<file path="src/rtl/me_pkg.sv">
// Shared definitions for the motion-estimation frame scheduler: FSM state
// encoding and the width helpers used to size coordinate, index and sum ports.
package me_pkg;

  localparam int ST_W = 3;

  localparam logic [ST_W-1:0] ST_IDLE    = 3'd0;
  localparam logic [ST_W-1:0] ST_LOAD    = 3'd1;
  localparam logic [ST_W-1:0] ST_SEARCH  = 3'd2;
  localparam logic [ST_W-1:0] ST_RELEASE = 3'd3;
  localparam logic [ST_W-1:0] ST_EMIT    = 3'd4;
  localparam logic [ST_W-1:0] ST_DONE    = 3'd5;

  // Bits needed to index n items, never less than one.
  function automatic int clog2_min1(input int n);
    return (n <= 2) ? 1 : $clog2(n);
  endfunction

  function automatic int mbi_width(input int cols, input int rows);
    return clog2_min1(cols * rows);
  endfunction

  // Wide enough to sum one full-scale SAD per macroblock without overflow.
  function automatic int frame_sad_width(input int sad_w, input int cols, input int rows);
    return sad_w + mbi_width(cols, rows) + 1;
  endfunction

endpackage

</file>
<file path="src/rtl/me_sched_timeout.sv">
// Loadable down-counter guarding the search phase; expired is raised while
// enabled with the count exhausted.
module me_sched_timeout #(
  parameter int W = 16
) (
  input  logic         clk,
  input  logic         rst,
  input  logic         clr,
  input  logic         load,
  input  logic         en,
  input  logic [W-1:0] load_val,
  output logic         expired
);

  logic [W-1:0] count;

  always_ff @(posedge clk) begin
    if (rst || clr) begin
      count <= '0;
    end else if (load) begin
      count <= load_val;
    end else if (en && (count != '0)) begin
      count <= count - 1'b1;
    end
  end

  assign expired = en && (count == '0);

endmodule

</file>
<file path="src/rtl/me_frame_scheduler.sv">
// Frame-level scheduler: walks macroblocks in raster order, sequencing window
// load, motion search and result emission, and accumulates the frame SAD.
module me_frame_scheduler
  import me_pkg::*;
#(
  parameter int MB_COLS   = 4,
  parameter int MB_ROWS   = 3,
  parameter int CNT_WIDTH = 12,
  parameter int SAD_WIDTH = 16,
  parameter int TIMEOUT   = 65535,
  localparam int X_W   = clog2_min1(MB_COLS),
  localparam int Y_W   = clog2_min1(MB_ROWS),
  localparam int MBI_W = mbi_width(MB_COLS, MB_ROWS),
  localparam int FS_W  = frame_sad_width(SAD_WIDTH, MB_COLS, MB_ROWS)
) (
  input  logic                 clk,
  input  logic                 rst,
  input  logic                 start,
  input  logic                 abort,
  output logic                 busy,
  output logic                 done,
  output logic                 err_timeout,
  output logic                 load_req,
  input  logic                 load_ack,
  output logic [X_W-1:0]       mb_x,
  output logic [Y_W-1:0]       mb_y,
  output logic                 me_req,
  input  logic                 me_ack,
  input  logic [SAD_WIDTH-1:0] me_min_sad,
  input  logic [CNT_WIDTH-1:0] me_min_mvec,
  output logic                 res_valid,
  input  logic                 res_ready,
  output logic [MBI_W-1:0]     res_idx,
  output logic [CNT_WIDTH-1:0] res_mvec,
  output logic [SAD_WIDTH-1:0] res_sad,
  output logic [FS_W-1:0]      frame_sad,
  output logic [ST_W-1:0]      dbg_state
);

  localparam int TMO_W = $clog2(TIMEOUT + 1);

  // Handshakes: load and search are req/ack; a request only counts as
  // acknowledged on a cycle where req and ack are both high, and the search
  // is 4-phase (req drops, then ack must drop). The result port is
  // valid/ready: res_* are held stable while res_valid is high and the
  // transfer happens on the rising edge where res_valid and res_ready are high.

  logic [ST_W-1:0]  state, state_nx;
  logic             have_res;
  logic             advance;
  logic             ack_hit;
  logic             last_mb;
  logic             tmo_expired, tmo_load, tmo_clr, tmo_en;
  logic [MBI_W-1:0] cur_idx;

  assign dbg_state = state;
  assign ack_hit   = (state == ST_SEARCH) && me_req && me_ack;
  assign last_mb   = (mb_x == X_W'(MB_COLS - 1)) && (mb_y == Y_W'(MB_ROWS - 1));
  assign cur_idx   = MBI_W'(mb_y) * MBI_W'(MB_COLS) + MBI_W'(mb_x);

  assign tmo_en   = (state == ST_SEARCH);
  assign tmo_load = (state != ST_SEARCH) && (state_nx == ST_SEARCH);
  assign tmo_clr  = (state_nx == ST_DONE);

  me_sched_timeout #(
    .W(TMO_W)
  ) u_timeout (
    .clk      (clk),
    .rst      (rst),
    .clr      (tmo_clr),
    .load     (tmo_load),
    .en       (tmo_en),
    .load_val (TMO_W'(TIMEOUT - 1)),
    .expired  (tmo_expired)
  );

  // advance marks the end of the current MB, emitted or timed out.
  always_comb begin
    state_nx = state;
    advance  = 1'b0;
    case (state)
      ST_IDLE: begin
        if (start) state_nx = ST_LOAD;
      end
      ST_LOAD: begin
        if (load_req && load_ack) state_nx = ST_SEARCH;
      end
      ST_SEARCH: begin
        if (ack_hit || tmo_expired) state_nx = ST_RELEASE;
      end
      ST_RELEASE: begin
        if (!me_ack) begin
          if (have_res) begin
            state_nx = ST_EMIT;
          end else begin
            advance  = 1'b1;
            state_nx = last_mb ? ST_DONE : ST_LOAD;
          end
        end
      end
      ST_EMIT: begin
        if (res_valid && res_ready) begin
          advance  = 1'b1;
          state_nx = last_mb ? ST_DONE : ST_LOAD;
        end
      end
      ST_DONE: begin
        state_nx = ST_IDLE;
      end
      default: begin
        state_nx = ST_IDLE;
      end
    endcase
    // Abort wins over every other transition, including a completing emit.
    if (abort && (state != ST_IDLE) && (state != ST_DONE)) begin
      state_nx = ST_DONE;
      advance  = 1'b0;
    end
  end

  always_ff @(posedge clk) begin
    if (rst) begin
      state       <= ST_IDLE;
      busy        <= 1'b0;
      done        <= 1'b0;
      err_timeout <= 1'b0;
      load_req    <= 1'b0;
      me_req      <= 1'b0;
      res_valid   <= 1'b0;
      mb_x        <= '0;
      mb_y        <= '0;
      res_idx     <= '0;
      res_mvec    <= '0;
      res_sad     <= '0;
      frame_sad   <= '0;
      have_res    <= 1'b0;
    end else begin
      state     <= state_nx;
      busy      <= (state_nx != ST_IDLE);
      done      <= (state_nx == ST_DONE);
      // Requests rise one cycle after the state is entered and drop with it.
      load_req  <= (state == ST_LOAD) && (state_nx == ST_LOAD);
      me_req    <= (state == ST_SEARCH) && (state_nx == ST_SEARCH);
      res_valid <= (state_nx == ST_EMIT);

      if ((state == ST_IDLE) && start) begin
        mb_x        <= '0;
        mb_y        <= '0;
        frame_sad   <= '0;
        err_timeout <= 1'b0;
        have_res    <= 1'b0;
      end

      if (ack_hit && (state_nx == ST_RELEASE)) begin
        res_sad  <= me_min_sad;
        res_mvec <= me_min_mvec;
        res_idx  <= cur_idx;
        have_res <= 1'b1;
      end

      if ((state == ST_SEARCH) && (state_nx == ST_RELEASE) && !ack_hit) begin
        err_timeout <= 1'b1;
      end

      if (advance) begin
        have_res <= 1'b0;
        if (state == ST_EMIT) begin
          frame_sad <= frame_sad + FS_W'(res_sad);
        end
        // Coordinates stay on the last MB so they never run past the frame.
        if (!last_mb) begin
          if (mb_x == X_W'(MB_COLS - 1)) begin
            mb_x <= '0;
            mb_y <= mb_y + 1'b1;
          end else begin
            mb_x <= mb_x + 1'b1;
          end
        end
      end

      if ((state_nx == ST_DONE) && (state != ST_DONE)) begin
        have_res <= 1'b0;
      end
    end
  end

endmodule

</file>
<file path="config.mk">
export PLATFORM = sky130hd
export DESIGN_NAME = me_frame_scheduler
export DESIGN_NICKNAME = d
export VERILOG_FILES = /design/src/rtl/me_pkg.sv /design/src/rtl/me_sched_timeout.sv /design/src/rtl/me_frame_scheduler.sv
export SDC_FILE = /design/constraint.sdc
export NUM_CORES = 1
export LEC_CHECK = 0
export CAP_MARGIN = 10
export CORE_AREA = 2 2 121 123
export DETAILED_ROUTE_END_ITERATION = 10
export DIE_AREA = 0 0 123 125
export SLEW_MARGIN = 40
export SYNTH_ARGS = -nofsm -noshare
export SYNTH_HDL_FRONTEND = slang
export SYNTH_SLANG_ARGS = --single-unit
</file>
<file path="constraint.sdc">
create_clock -name clk -period 3.3 [get_ports clk]
set_clock_uncertainty 0.15 [all_clocks]
set_input_delay 0.66 -clock clk [delete_from_list [all_inputs] [get_ports clk]]
set_output_delay 0.66 -clock clk [all_outputs]
set_load 0.01 [all_outputs]
</file>
; ---- After elaboration in Yosys (flattened, before gate mapping)
; Cells that the tools add are included.
[word_totals]
inputBits = 35
word_cells = 94
out_inout_bits = 66
regBits = 83
[classes]
eq_ne = 13
reduce_logical = 30
addsub = 5
muxes = 30
[op_table]
columns = cell, n
row1 = 2-to-1 mux 21 bit, 3
row2 = 2-to-1 mux 16 bit, 2
row3 = 2-to-1 mux 3 bit, 8
row4 = adder 21 x 16 -> 21 bit, 1
row5 = logical AND 1 bit, 17
row6 = zero test 16 bit, 1
row7 = 2-to-1 mux 2 bit, 8
row8 = nonzero test 16 bit, 1
row9 = "subtractor 16 x 1 -> 16 bit, second input constant", 1
row10 = case mux 3 bit (5 select lines), 1
row11 = "equality test 3 x 2 -> 1 bit, second input constant", 4
row12 = "equality test 3 bit, second input constant", 3
row13 = 2-to-1 mux 1 bit, 7
row14 = "equality test 3 x 1 -> 1 bit, second input constant", 2
row15 = nonzero test 2 bit, 3
row16 = nonzero test 3 bit, 2
row17 = "adder 2 x 1 -> 2 bit, second input constant", 2
row18 = adder 4 x 2 -> 4 bit, 1
row19 = "equality test 2 bit, second input constant", 2
row20 = zero test 3 bit, 1
row21 = "!= test 3 x 2 -> 1 bit, second input constant", 1
row22 = "!= test 3 bit, second input constant", 1
row23 = OR reduction 3 bit, 1
row24 = logical OR 1 bit, 2
row25 = other kinds (3), 3

; ---- Depth between registers and ports, before layout
[depth]
depth_word = 11
ltp_mapped = 9
depth_no_buf = 9

; ---- Hierarchy
; Synthesis repeated with hierarchy kept, for this count alone.
[hier_totals]
hier_cells = 537
hier_area_um2 = 4388.0
[modules_own_cells]
columns = mod, area_each_um2, cells_per_inst, instances, seq_area_each_um2
row1 = me_frame_scheduler, 3428.3, 423, 1, 1341.3
row2 = me_sched_timeout, 959.7, 114, 1, 320.3

; ---- Least setup slack after synthesis
; No wires, ideal clock.
[synth_timing]
path_kind = register to register
startpoint = reg res_sad[0]
endpoint = reg frame_sad[20]
path_stages_with_launch = 10
slack_ns = 0.774
arrival_ns = 2.253
path_cell_list = dfxtp_1 -> ha_1 -> inv_1 -> fa_1 -> nand2b_1 -> a21oi_1 -> o21ai_0 -> o31ai_2 -> and3_1 -> mux2_1
[synth_via]
elab_chain_len = 3
[synth_rtl]
columns = element, line
row1 = "start, declared", me_frame_scheduler.sv:35  ; output logic [SAD_WIDTH-1:0] res_sad,
row2 = "start signal, assigned", me_frame_scheduler.sv:155  ; res_sad <= me_min_sad;
row3 = adder 21 x 16 -> 21 bit, me_frame_scheduler.sv:168  ; frame_sad <= frame_sad + FS_W'(res_sad);
row4 = 2-to-1 mux 21 bit, me_frame_scheduler.sv:167  ; if (state == ST_EMIT) begin
row5 = 2-to-1 mux 21 bit, me_frame_scheduler.sv:165  ; if (advance) begin
row6 = "end signal, assigned", me_frame_scheduler.sv:168
row7 = "end, declared", me_frame_scheduler.sv:36  ; output logic [FS_W-1:0] frame_sad,
; Every way passes these cells.
; A chain may end at the register's enable or synchronous reset.

; ---- Worst setup path after layout
; Same ends and word-level chain as after synthesis.

==> results.cfg <==
[cts]
ctsResizeCount = 0
clock_path_buffers = 2
cts.clk_slew.worst_paths_ns = 0.06
cts_tree = built
postCtsSetupRepairBufs = 0
clock_latency_ns = 0.34
cts_buffers = 9
cts_max_level = 3
ctsHoldBuffers = 0
root_buffer = clkbuf_16
cts.sinks = 83

[placement]
dp_slack_ns = 0.288
place_congestion = 0.871
placed_area_um2 = 5350
port_buffers = 100
dp.cells = 786
dp_hpwl_um = 8580

[route]
drt_first_pass_iters = 4
wl_met1_um = 5150
route.detailed.drc = 0
top_layer = met4
drtIter0Drc = 305
postRouteAntennaNets = 0
totalWireLength_um = 11500
via_per_inst = 4.95
wl_per_cell_um = 14.3
met2WireLength_um = 5630
num_vias = 3964
wl_met3_um = 590

[critical_path]
reg2reg_depth = 9
endpoint = frame_sad[20]
worstSetupStartpointType = register
cp_data_arrival_time_ns = 2.91
worst_setup_path_startpoint = res_sad[0]
required_ns = 3.38
critPathMaxFanout = 4
worstReg2RegStart = res_sad[0]
r2r_end = frame_sad[20]
path_class = register to register
ff2ff_setup_slack_ns = 0.47
endpoint_kind = register

[synth]
syn_avg_cell_area_um2 = 8.02
ys_warn_count = 0
ys.flop_type = dfxtp_1
synthXorXnorAreaFrac = 0.0548
synthSimpleGateAreaFrac = 0.235
syn-num-nets = 574
syn_inst = 518
synth_compound_area_frac = 0.194
yosys.area.top_type_share = 0.400
synth.cell_area_um2 = 4160
yosys-top-cells-count = nand2_1, dfxtp_1, a21oi_1
ys_ff_latch = 83
synth.largest_area_cell = dfxtp_1
synth_top_family_by_area = simple AND/OR/NAND/NOR gates
synth_most_common_cell = nand2_1
yosys-top-cells-area = dfxtp_1, a21oi_1, nand2_1, ha_1, nor2_1
ys_async_sr_fraction = 0
muxShareOfSynthArea = 0.0142
synth_adder_area_share = 0.0650
ys_seq_area_frac = 0.400
synth-edff-count = 0
synth_cell_types = 55

[timing]
fin_crit_ns = 2.83
finalMaxSlewViolations = 0
finalHoldViolCount = 0
fin_ws_ns = 0.472
rsz0062_at_grt = no
period_share = 0.857
fin_setup_tns_ns = 0
fmax_mhz = 354
setup_viol = 0
tightest_slew_ns = 0.646
slew-limit-headroom = 0.567

[power]
p_leak_uw = 0.00201
power_per_cell_area_nw_per_um2 = 389
peakVddDrop_v = 0.000227

[die]
coreArea_um2 = 14200
start_util = 0.293
fp.dieArea_um2 = 15400
io_pins = 101
num_rows = 44
die_w_um = 123
die_height_um = 125

[grt]
gr-total-overflow = 0
grt_pass1_vias = 3796
grt_start_max_net_pins = 38
grt_first_pass_wirelength_um = 18500
grt_util_all_layers = 0.152
antenna_found_initial = 0

[finish]
final-seq-area_um2 = 1660
final_cell_area_um2 = 5630
fin_nets = 669
drive_gt1_frac = 0.0535
layout.cells.non_filler = 801
multi_input_area_um2 = 2350
num-fill-cells = 1440
syn2layout_area_growth_pct = 35.5
diodes = 0

[flow_run]
drv_cap = 0

[hold_path]
hold-path-cell-count = 2
hold_class = register to register

[outcome]
outcome = finished clean
## per-stage QoR
| step | total power [µW] | hold WS, ns | utilization |
|---|---|---|---|
| 3_5_place_dp | 1260 | 0.298 | 0.377 |
| 3_3_place_gp | 1250 | 0.294 | 0.376 |
| 4_1_cts | 2220 | 0.307 | 0.396 |
| 2_1_floorplan | 1160 | 0.331 | - |
| 6_report | 2190 | 0.306 | 0.396 |
| 5_1_grt | 2270 | 0.331 | 0.396 |
## logic make-up (layout without fill, tap and decap cells)
family,Yosys count,after routing
buf+inv,37,136
flops,83,83
simple gates,212,212
xor+xnor,26,26
fa+ha+maj,21,21
mux,5,5
compound gates,134,134
## metal layers
| metal | GRT usage | vias to the layer above |
|---|---|---|
| met5 | 0 | - |
| met2 | 0.259 | 105 |
| met1 | 0.190 | 1843 |
| met3 | 0.0388 | 11 |
| li1 | - | 2005 |
| met4 | 0.0368 | 0 |
## state kept, by name, indices dropped and copies added, names as in the netlist, 2 cells and up
name             cells
mb_y                 2
u_timeout.count     16
dbg_state            3
res_mvec            12
res_sad             16
res_idx              4
frame_sad           21
mb_x                 2
## layout by cell type (no fill, tap or decap), types with 3 or more instances in the layout
cell type and instances:
a211oi_1 3, a21o_1 3, a21oi_1 75, a22o_1 6, a31oi_1 4, and3_1 4
buf_4 9, clkbuf_16 9, clkbuf_8 3, clkdlybuf4s50_1 99, dfxtp_1 83, ha_1 20
inv_1 12, nand2_1 98, nand2b_1 4, nand3_1 20, nand4_1 4, nor2_1 38
nor2b_1 5, nor3_1 8, nor3b_1 4, nor4_1 7, o211ai_1 5, o21a_1 3
o21ai_0 15, o21bai_1 3, or3_1 5, xnor2_1 15, xor2_1 11
## layout make-up
type	count	share of cell area
Tap cell	184	0.0409
Timing Repair Buffer	109	0.189
Clock inverter	2	0.00178
Clock buffer	13	0.0480
Multi-Input combinational cell	398	0.417
Sequential cell	83	0.295
Inverter	12	0.00800
## power by group
part	internal [µW]	switching (µW)	leakage (µW)	total (µW)
sequential	1020	17.2	0.000669	1030
clock	565	388	0.000141	953
combinational	91.5	109	0.00120	201
total	1670	515	0.00201	2190
## worst min path at each step
stage,startpoint,to,slack [ns]
floorplan,res_idx[0],res_idx[0],0.33
finish,res_idx[0],res_idx[0],0.31
CTS,res_idx[0],res_idx[0],0.31
global route,res_mvec[8],res_mvec[8],0.33
global placement,res_mvec[8],res_mvec[8],0.29
detailed placement,res_idx[0],res_idx[0],0.30
## critical path, cell delays in order (launching register included)
cell      delay (ns)
dfxtp_1         0.37
ha_1            0.21
inv_1           0.06
fa_1            0.37
nand2b_1        0.20
a21oi_1         0.19
o21ai_0         0.25
o31ai_2         0.40
and3_1          0.22
mux2_1          0.31
Power figures use the tool's default switching activity.
